**src/rtl/inst_prefetch_queue.sv**
```systemverilog
// Prefetch queue: streams sequential instruction words from memory into a DEPTH-entry FWFT buffer for fetch.
// Latency: zero-wait memory gives an entry the cycle after ack; a redirect gives a new-target request next cycle.
// Backpressure: fetch_ready low stops pops; the memory request is withheld once the queue would be full.
module inst_prefetch_queue #(
    parameter int unsigned DEPTH    = 4,
    parameter logic [31:0] RESET_PC = 32'h0
) (
    input  logic        clk,
    input  logic        reset_n,
    input  logic        redirect,
    input  logic [31:0] redirect_pc,
    input  logic        fetch_ready,
    output logic        inst_valid,
    output logic [31:0] inst,
    output logic [31:0] inst_pc,
    output logic [31:0] pc_plus4,
    output logic        mem_req,
    output logic [31:0] mem_addr,
    input  logic        mem_ack,
    input  logic [31:0] mem_rdata
);

    localparam int unsigned PTR_W = (DEPTH > 1) ? $clog2(DEPTH) : 1;
    localparam int unsigned CNT_W = $clog2(DEPTH + 1);

    typedef enum logic [1:0] {
        IDLE = 2'd0,
        REQ  = 2'd1,
        DROP = 2'd2
    } state_t;

    state_t            state;
    state_t            state_next;
    logic [PTR_W-1:0]  rd_ptr;
    logic [PTR_W-1:0]  wr_ptr;
    logic [CNT_W-1:0]  count;
    logic [CNT_W-1:0]  count_next;
    logic [31:0]       fetch_addr;
    logic [31:0]       fetch_addr_next;
    logic [31:0]       drop_addr;
    logic [31:0]       drop_addr_next;
    logic [31:0]       redirect_tgt;
    logic              push;
    logic              pop;
    logic              room_next;

    logic [31:0]       pc_mem   [DEPTH];
    logic [31:0]       inst_mem [DEPTH];

    // Byte offset of a redirect target is meaningless for word fetches.
    assign redirect_tgt = {redirect_pc[31:2], 2'b00};
    logic unused_redirect_lsb;
    assign unused_redirect_lsb = &{1'b0, redirect_pc[1:0]};

    assign inst_valid = (count != '0);
    assign pop        = inst_valid & fetch_ready;
    assign push       = (state == REQ) & mem_ack & ~redirect;

    // Occupancy after this edge; a redirect empties the queue regardless of push/pop.
    always_comb begin
        count_next = count;
        if (redirect) begin
            count_next = '0;
        end else begin
            case ({push, pop})
                2'b10:   count_next = count + CNT_W'(1);
                2'b01:   count_next = count - CNT_W'(1);
                default: count_next = count;
            endcase
        end
    end

    assign room_next = (count_next < CNT_W'(DEPTH));

    always_comb begin
        state_next      = state;
        fetch_addr_next = fetch_addr;
        drop_addr_next  = drop_addr;
        mem_req         = 1'b0;
        mem_addr        = fetch_addr;
        case (state)
            IDLE: begin
                if (redirect) begin
                    fetch_addr_next = redirect_tgt;
                    state_next      = REQ;
                end else if (room_next) begin
                    state_next = REQ;
                end
            end
            REQ: begin
                mem_req = 1'b1;
                if (redirect) begin
                    fetch_addr_next = redirect_tgt;
                    // Outstanding request must still be retired, so remember where it went.
                    if (!mem_ack) begin
                        drop_addr_next = fetch_addr;
                        state_next     = DROP;
                    end
                end else if (mem_ack) begin
                    fetch_addr_next = fetch_addr + 32'd4;
                    if (!room_next) begin
                        state_next = IDLE;
                    end
                end
            end
            DROP: begin
                mem_req  = 1'b1;
                mem_addr = drop_addr;
                if (redirect) begin
                    fetch_addr_next = redirect_tgt;
                end
                if (mem_ack) begin
                    state_next = REQ;
                end
            end
            default: begin
                state_next = IDLE;
            end
        endcase
    end

    always_ff @(posedge clk or negedge reset_n) begin
        if (!reset_n) begin
            state      <= IDLE;
            fetch_addr <= RESET_PC;
            drop_addr  <= '0;
        end else begin
            state      <= state_next;
            fetch_addr <= fetch_addr_next;
            drop_addr  <= drop_addr_next;
        end
    end

    always_ff @(posedge clk or negedge reset_n) begin
        if (!reset_n) begin
            rd_ptr <= '0;
            wr_ptr <= '0;
            count  <= '0;
        end else if (redirect) begin
            rd_ptr <= '0;
            wr_ptr <= '0;
            count  <= '0;
        end else begin
            if (push) begin
                wr_ptr <= wr_ptr + PTR_W'(1);
            end
            if (pop) begin
                rd_ptr <= rd_ptr + PTR_W'(1);
            end
            count <= count_next;
        end
    end

    always_ff @(posedge clk) begin
        if (push) begin
            pc_mem[wr_ptr]   <= fetch_addr;
            inst_mem[wr_ptr] <= mem_rdata;
        end
    end

    assign inst     = inst_valid ? inst_mem[rd_ptr] : 32'h0;
    assign inst_pc  = inst_valid ? pc_mem[rd_ptr] : 32'h0;
    assign pc_plus4 = inst_valid ? (pc_mem[rd_ptr] + 32'd4) : 32'h0;

    // Single outstanding request keeps a push from ever landing on a full queue.
    assert property (@(posedge clk) disable iff (!reset_n)
        !(push && !pop && (count == CNT_W'(DEPTH))));

endmodule
```
**config.mk**
```make
export PLATFORM = sky130hd
export DESIGN_NAME = inst_prefetch_queue
export DESIGN_NICKNAME = d
export VERILOG_FILES = /design/src/rtl/inst_prefetch_queue.sv
export SDC_FILE = /design/constraint.sdc
export NUM_CORES = 1
export LEC_CHECK = 0
export BUFFER_PORTS_ARGS = -buffer_cell sky130_fd_sc_hd__buf_2
export CAP_MARGIN = 20
export CORE_MARGIN = 2
export CORE_UTILIZATION = 52
export CTS_CLUSTER_SIZE = 24
export DETAILED_ROUTE_END_ITERATION = 7
export PLACE_DENSITY = 0.74
export SLEW_MARGIN = 20
export SYNTH_ARGS = -nofsm -noshare
export SYNTH_HDL_FRONTEND = slang
export SYNTH_SLANG_ARGS = --single-unit
```
**constraint.sdc**
```tcl
create_clock -name clk -period 3.4 [get_ports clk]
set_clock_uncertainty 0.15 [all_clocks]
set_input_delay 0.51 -clock clk [delete_from_list [all_inputs] [get_ports clk]]
set_output_delay 0.51 -clock clk [all_outputs]
set_load 0.02 [all_outputs]
```
# Word-level counts from Yosys, hierarchy flattened
# Memory sizes are Yosys's and may differ from the RTL's.
# Index checks and enable logic that the tools add are counted.
# totals
ram_bits,256
wordCells,66
reg_bits,73
out_inout_bits,130
mem_count,2
inputBits,69
# mem_list
name,depth,width,read_ports,rd_clocked_by_memory_dff,wr,line,text
inst_mem,4,32,1,0,1,48,logic [31:0] inst_mem [DEPTH];
pc_mem,4,32,1,0,1,47,logic [31:0] pc_mem [DEPTH];
# classes
mux,26
bitwise,5
magnitude_cmp,1
reduce_logical,10
eq_ne,10
addsub,6
# op_table
operator,count
two-way mux 32 bit,7
adder 32 x 3 -> 32 bit (second input constant),2
case mux 32 bit (2 select lines),1
two-way mux 2 bit,11
inequality test 3 bit (second input constant),4
two-way mux 3 bit,2
case mux 2 bit (3 select lines),1
case mux 3 bit (2 select lines),1
AND reduction 3 bit,2
nonzero test 2 bit,3
AND reduction 5 bit,1
adder 2 x 1 -> 2 bit (second input constant),2
== test 2 x 1 -> 1 bit (second input constant),2
== test 2 bit (second input constant),2
OR reduction 2 bit,2
adder 3 x 1 -> 3 bit (second input constant),1
AND 1 bit,3
< comparator 3 bit (second input constant),1
two-way mux 1 bit,3
nonzero test 3 bit,1
subtractor 3 x 1 -> 3 bit (second input constant),1
zero test 2 bit,1
inequality test 2 x 1 -> 1 bit (second input constant),1
inequality test 2 bit (second input constant),1
inverter 1 bit,2

# Longest topological paths before layout
# Gate-level depths: netlist of run 1.
# depth
depth_word,11
ltp_mapped,14

# Worst setup path before layout of run 1
# No wires, ideal clock.
# synth_timing
path_type,reg-to-reg
startpoint,register state[1]
endpoint,memory inst_mem[0][0] (enable)
arrival_time_ps,2619
setup_time_ps,427
n_path_buf,1
period_less_slack_ps,3196
path_stages_with_launch,6
slack_ps,204
t_required_ps,2823
path_cell_list,dfrtp_1 > inv_1 > ha_1 > clkbuf_1 > nor2b_1 > and3_1
# synth_between
elab_chain_cells,5
# synth_rtl
item,line,text
from (decl),32,state_t state;
from (signal assigned),128,state <= state_next;
== test 2 x 1 -> 1 bit,57,assign push = (state == REQ) & mem_ack & ~redirect;
AND 1 bit (2 in a row),57,
two-way mux 1 bit,155,if (push) begin
two-way mux 1 bit (not written as such),157,inst_mem[wr_ptr] <= mem_rdata;
to (decl),48,
# Every way passes these cells.

# Worst setup path after layout of run 1
# layout_timing
startpoint,register rd_ptr[0]
endpoint,output pc_plus4[28]
# layout_between
elab_chain_cells,3
# layout_rtl
item,line,text
from (decl),34,logic [PTR_W-1:0] rd_ptr;
from (signal assigned),148,rd_ptr <= rd_ptr + PTR_W'(1);
memory (4 x 32 bit),-,
adder 32 x 3 -> 32 bit,163,assign pc_plus4 = inst_valid ? (pc_mem[rd_ptr] + 32'd4) : 32'h0;
two-way mux 32 bit,163,
to (decl),16,"output logic [31:0] pc_plus4,"
# Every way passes these cells.

==> results.py, run 1 <==
metrics = {
    "place": {
        "gp_congestion": 0.843,
        "dpl.cell_count": 1465,
        "post-dp-hpwl_um": 20200,
        "placed_area_um2": 15800,
        "portBuffers": 190,
    },
    "die": {
        "start_util": 0.529,
        "die_w_um": 169,
        "core_area_um2": 26900,
        "die_area_um2": 28700,
        "row_count": 60,
        "io_pins": 199,
        "die_y_um": 169,
    },
    "worst_setup_path": {
        "reg2reg_depth": 13,
        "path_class": "flip-flop to output pin",
        "reg2reg_from": "state[1]$_DFFE_PN0P_",
        "r2r-end": "state[0]$_DFFE_PN0P_",
        "required_ns": 2.74,
        "crit_fanout": 7,
        "rrSetupSlack_ns": 0.37,
        "critPathLaunchType": "flip-flop",
        "cp-end-kind": "output pin",
        "arrival_ns": 3.03,
    },
    "synth": {
        "netlist_instances": 942,
        "yosysSeqAreaShare": 0.645,
        "synth_ff_type": "edfxtp_1",
        "async_flop_share": 0.218,
        "postSynthAreaPerCell_um2": 15.1,
        "ys_types": 59,
        "synth_edf_count": 248,
        "yosysWarnings": 0,
        "syn-cell-area_um2": 14200,
        "ys_ff_latch": 317,
    },
    "sta": {
        "slew_violations": 0,
        "finalHoldViolations": 0,
        "slew_headroom": 0.513,
        "worst_pin_slew_ns": 0.731,
        "fmax_mhz": 271,
        "fin_crit_ns": 3.69,
        "finalCritPeriodShare": 1.08,
        "setup_viol": 23,
        "rsz0062_at_grt": "true",
        "hold_slack_ns": 0.0188,
        "finalWorstSetupSlack_ns": -0.286,
    },
    "layout": {
        "fillCellCount": 1934,
        "nets": 1265,
        "design_area_um2": 17300,
        "final_common_cell": "edfxtp_1",
        "finalNonFillerCells": 1548,
        "area_growth_pct": 21.9,
        "drive_above_1_share": 0.399,
        "diodes": 0,
        "final_cell_mix": "edfxtp_1, buf_2, buf_4, dfrtp_1, and2_1",
    },
    "outcome": {
        "violations": "negative setup slack",
        "outcome": "finished with violations",
    },
    "power_and_ir_drop": {
        "p_comb_frac": 0.236,
        "p_leak_nw": 6.44,
        "p_clk_frac": 0.293,
        "p_sw_frac": 0.310,
        "seqPwrFrac": 0.471,
        "power.density_nw_per_um2": 692,
        "power_mw": 12.0,
        "p_switching_mw": 3.71,
        "ir_worst_vdd_v": 0.000564,
        "p_int_mw": 8.28,
    },
    "detailed_routing": {
        "dr.pass1.iters": 5,
        "vias": 9060,
        "avgRoutedWirePerCell_um": 20.9,
        "postRouteAntennaNets": 0,
        "routed_wl_um": 32300,
        "drt_iter0_drc": 879,
        "viasPerCell": 5.85,
        "drcViolationCount": 0,
    },
    "clock_tree": {
        "cts_max_level": 1,
        "cts-root-buf": "clkbuf_16",
        "clk_pin_slew_ns": 0.07,
        "clk_latency_ns": 0.56,
        "clock-sinks": 317,
        "cts_made_buffers": 31,
        "cts_tree": "done",
        "cts_buffer_depth": 3,
    },
    "job": {
        "drv_cap": 0,
    },
    "grt": {
        "overflow": 0,
        "grt.total_usage": 0.222,
        "grt_pass1_vias": 8928,
        "antenna_found_initial": 0,
        "grt_max_degree": 66,
        "grt_first_pass_wirelength_um": 49700,
    },
    "min_path": {
        "whs_path_depth": 1,
        "hp-start": "mem_rdata[1]",
        "hp-class": "input pin to flip-flop",
        "min_to": "inst_mem[2][1]$_DFFE_PP_",
    },
}
-- power by group through the flow --
stage	registers [mW]	logic, mW	clock network, mW
final	5.65	2.83	3.51
after global routing	5.76	3.08	3.71
after CTS	5.63	2.81	3.57
after detailed placement	5.71	2.71	0
after global placement	5.64	2.66	0
after floorplan	5.39	2.03	0
-- cells by family after synthesis --
family	count (synthesis)	share of synthesized area
AOI/OAI and AO/OA	147	0.0618
xor gates and xnor gates	17	0.0105
adders and majority gates	14	0.0123
buffers and inverters	83	0.0291
DFF	317	0.645
muxes	118	0.146
other	1	0.000264
and+or+nand+nor	245	0.0950
-- synth_stat cells, drive strengths merged, types with 31 or more instances --
cell    number  area, µm²
a21oi       59        295
and2        66        413
buf         31        219
clkbuf      38        143
dfrtp       69       1730
edfxtp     248       7450
mux2        55        619
mux4        62       1450
nand2       44        168
nand3       31        160
nor2        37        139
o21ai       35        175
-- layout make-up --
| cell class | count | area (µm²) | area share |
|---|---|---|---|
| multi-input cells | 548 | 4820 | 0.278 |
| inverters | 14 | 52.6 | 0.00303 |
| flip-flops and latches | 317 | 9180 | 0.530 |
| well taps | 341 | 427 | 0.0246 |
| clock buffers | 39 | 816 | 0.0471 |
| repair buffers | 270 | 1790 | 0.104 |
| clock inverters | 19 | 235 | 0.0136 |
-- sequential cells by signal, indices dropped and copies added, names as in the netlist --
register    count
fetch_addr     30
inst_mem      128
count           3
rd_ptr          2
pc_mem        120
wr_ptr          2
drop_addr      30
state           2
-- stage by stage --
stage                util  setup TNS [ns]  setup WS, ns
floorplan               -               0         0.204
global placement    0.588               0        0.0898
detailed placement  0.588               0        0.0678
CTS                 0.641           -3.29        -0.255
global route        0.645           -5.77        -0.365
finish              0.645           -3.52        -0.286
-- routing by layer --
metal / routed length [µm] / GRT usage / vias to the layer above
li1: - / - / 4123
met1: 14100 / 0.325 / 4513
met2: 15400 / 0.355 / 379
met3: 2330 / 0.0401 / 45
met4: 534 / 0.0412 / 0
met5: 0 / 0 / -
-- critical path, stage by stage (launching register included) --
cell and delay (ns):
dfrtp_4 0.56, buf_12 0.18, buf_12 0.14, mux4_2 0.36, and4_4 0.27, nand3_2 0.10, or4_4 0.55, a21oi_4 0.17
buf_6 0.14
-- worst max-delay path by stage --
stage	cells after the start	endpoint	startpoint
after global placement	8	pc_plus4[29]	rd_ptr[0]$_DFFE_PN0P_
after global routing	8	pc_plus4[28]	rd_ptr[0]$_DFFE_PN0P_
final	8	pc_plus4[28]	rd_ptr[0]$_DFFE_PN0P_
after detailed placement	8	pc_plus4[28]	rd_ptr[0]$_DFFE_PN0P_
after floorplan	5	inst_mem[0][0]$_DFFE_PP_	state[1]$_DFFE_PN0P_
after CTS	8	pc_plus4[29]	rd_ptr[0]$_DFFE_PN0P_
-- repair_timing --
item	in CTS	in global routing
setup endpoints to repair	51	27
hold endpoints to repair	22	0
hold buffers	2	0
buffers inserted	17	3
pin swaps	22	12
resized for setup	71	23
cloned	2	1
No activity file was read; power rests on OpenSTA's default activity.
==> run 2: changes to the inputs <==
--- a/config.mk
+++ b/config.mk
@@ -12,6 +12,7 @@
 export CTS_CLUSTER_SIZE = 24
 export DETAILED_ROUTE_END_ITERATION = 7
 export PLACE_DENSITY = 0.74
+export REMOVE_ABC_BUFFERS = 1
 export SLEW_MARGIN = 20
 export SYNTH_ARGS = -nofsm -noshare
 export SYNTH_HDL_FRONTEND = slang
==> results.py, run 2 (synthesized netlist as in run 1, its figures left out) <==
metrics = {
    "detailed_routing": {
        "dr.pass1.iters": 5,
        "vias": 9085,
        "routed_wl_um": 32400,
        "drt_iter0_drc": 787,
        "postRouteAntennaNets": 0,
        "viasPerCell": 5.84,
        "avgRoutedWirePerCell_um": 20.8,
        "drcViolationCount": 0,
    },
    "min_path": {
        "hp-class": "input pin to flip-flop",
        "whs_path_depth": 1,
    },
    "clock_tree": {
        "clk_pin_slew_ns": 0.06,
        "cts_buffer_depth": 3,
        "cts_tree": "done",
        "clk_latency_ns": 0.51,
        "cts_made_buffers": 34,
        "cts_max_level": 2,
        "clock-sinks": 317,
        "cts-root-buf": "clkbuf_16",
    },
    "worst_setup_path": {
        "critPathLaunchType": "flip-flop",
        "endpoint": "pc_plus4[27]",
        "slowest_delay_ns": 0.58,
        "crit_top_cell": "buf_4",
        "reg2reg_from": "state[1]$_DFFE_PN0P_",
        "reg2reg_depth": 13,
        "required_ns": 2.74,
        "crit_fanout": 7,
        "path_class": "flip-flop to output pin",
        "arrival_ns": 3.03,
        "r2r-end": "state[0]$_DFFE_PN0P_",
        "rrSetupSlack_ns": 0.42,
        "critPathSlowestCell": "dfrtp_4",
        "crit_chain": "buf_12 > mux4_2 > and4_4 > buf_4 > nand4_2 > buf_4 > o31ai_1 > a21oi_2 > buf_4",
        "cp-end-kind": "output pin",
        "startpoint": "rd_ptr[0]$_DFFE_PN0P_",
    },
    "sta": {
        "finalCritPeriodShare": 1.09,
        "finalHoldViolations": 0,
        "setup_viol": 21,
        "slew_headroom": 0.391,
        "finalWorstSetupSlack_ns": -0.289,
        "rsz0062_at_grt": "true",
        "fin_crit_ns": 3.69,
        "worst_pin_slew_ns": 0.914,
        "fmax_mhz": 271,
        "slew_violations": 0,
    },
    "grt": {
        "grt.total_usage": 0.226,
        "grt_first_pass_wirelength_um": 50300,
        "overflow": 0,
        "antenna_found_initial": 0,
        "grt_max_degree": 66,
        "grt_pass1_vias": 8991,
    },
    "die": {
        "die_w_um": 169,
        "die_area_um2": 28700,
        "io_pins": 199,
        "die_y_um": 169,
        "core_area_um2": 26900,
        "row_count": 60,
        "start_util": 0.529,
    },
    "layout": {
        "area_growth_pct": 23.7,
        "postLayoutCoreUtil": 0.655,
        "largest_reg_flops": 128,
        "nets": 1275,
        "reg_top3": "inst_mem x128, pc_mem x120",
        "largest-register": "inst_mem",
        "final_cell_mix": "edfxtp_1, buf_2, buf_4, dfrtp_1",
        "drive_above_1_share": 0.414,
        "diodes": 0,
        "final_common_cell": "edfxtp_1",
    },
    "power_and_ir_drop": {
        "ir_worst_vdd_v": 0.000613,
        "power.density_nw_per_um2": 693,
        "p_leak_nw": 6.53,
        "power_mw": 12.2,
    },
    "place": {
        "post-dp-hpwl_um": 20400,
        "portBuffers": 190,
        "gp_congestion": 0.815,
    },
    "job": {
        "drv_cap": 0,
    },
    "outcome": {
        "violations": "negative setup slack",
        "outcome": "finished with violations",
    },
}
-- run 2: worst min path at each step --
| stage | endpoint | start |
|---|---|---|
| after floorplan | count[0]$_DFFE_PN0P_ | reset_n |
| after global placement | drop_addr[22]$_DFFE_PN0P_ | drop_addr[22]$_DFFE_PN0P_ |
| after detailed placement | drop_addr[5]$_DFFE_PN0P_ | drop_addr[5]$_DFFE_PN0P_ |
| after CTS | inst_mem[2][31]$_DFFE_PP_ | mem_rdata[31] |
| after global routing | inst_mem[1][7]$_DFFE_PP_ | mem_rdata[7] |
| final | inst_mem[2][31]$_DFFE_PP_ | mem_rdata[31] |
-- run 2: worst max-delay path, delay by kind of cell, from the launching register on --
family	cells	cell delay, ns
AO/OA/AOI/OAI	2	0.50
buffers and inverters	4	0.67
flip-flops	1	0.58
AND/OR/NAND/NOR	2	0.42
multiplexers	1	0.35
-- run 2: layer usage --
| layer | GRT usage | share of wire | vias to the layer above |
|---|---|---|---|
| met1 | 0.302 | 0.42 | 4549 |
| li1 | - | - | 4148 |
| met2 | 0.385 | 0.49 | 327 |
| met5 | 0 | 0 | - |
| met3 | 0.0389 | 0.060 | 61 |
| met4 | 0.0647 | 0.032 | 0 |
-- run 2: cell type report --
class | instances | area (µm²)
Fill cell | 1900 | 9280
Tap cell | 341 | 427
Sequential cell | 317 | 9180
Inverter | 14 | 52.6
Multi-Input combinational cell | 548 | 4870
Timing Repair Buffer | 277 | 1910
Clock buffer | 38 | 897
Clock inverter | 21 | 249
-- run 2: power by group --
group | total [mW] | switching (mW) | internal [mW] | leakage [nW]
registers | 5.60 | 0.651 | 4.95 | 3.04
logic | 2.85 | 1.59 | 1.26 | 2.94
clock network | 3.73 | 1.45 | 2.29 | 0.549
-- run 2: what timing repair did --
item,in CTS,in global routing
buffers inserted,26,11
pin swaps,18,17
hold buffers,1,0
endpoints found under the setup margin,28,53
endpoints found under the hold margin,20,0
cloned,2,0
resized for setup,97,39
-- run 2: through the flow --
step / setup slack [ns] / cell area [µm²] / hold slack, ns / instances / setup TNS [ns]
detailed placement: 0.0600 / 15700 / 0.322 / 1457 / 0
global route: -0.390 / 17600 / 0.0690 / 1556 / -4.75
finish: -0.289 / 17600 / 0.0697 / 1556 / -2.82
CTS: -0.184 / 17400 / 0.0545 / 1545 / -2.68
global placement: 0.0988 / 15700 / 0.314 / 1457 / 0
floorplan: -1.89 / 13900 / 0.0644 / 878 / -112.41
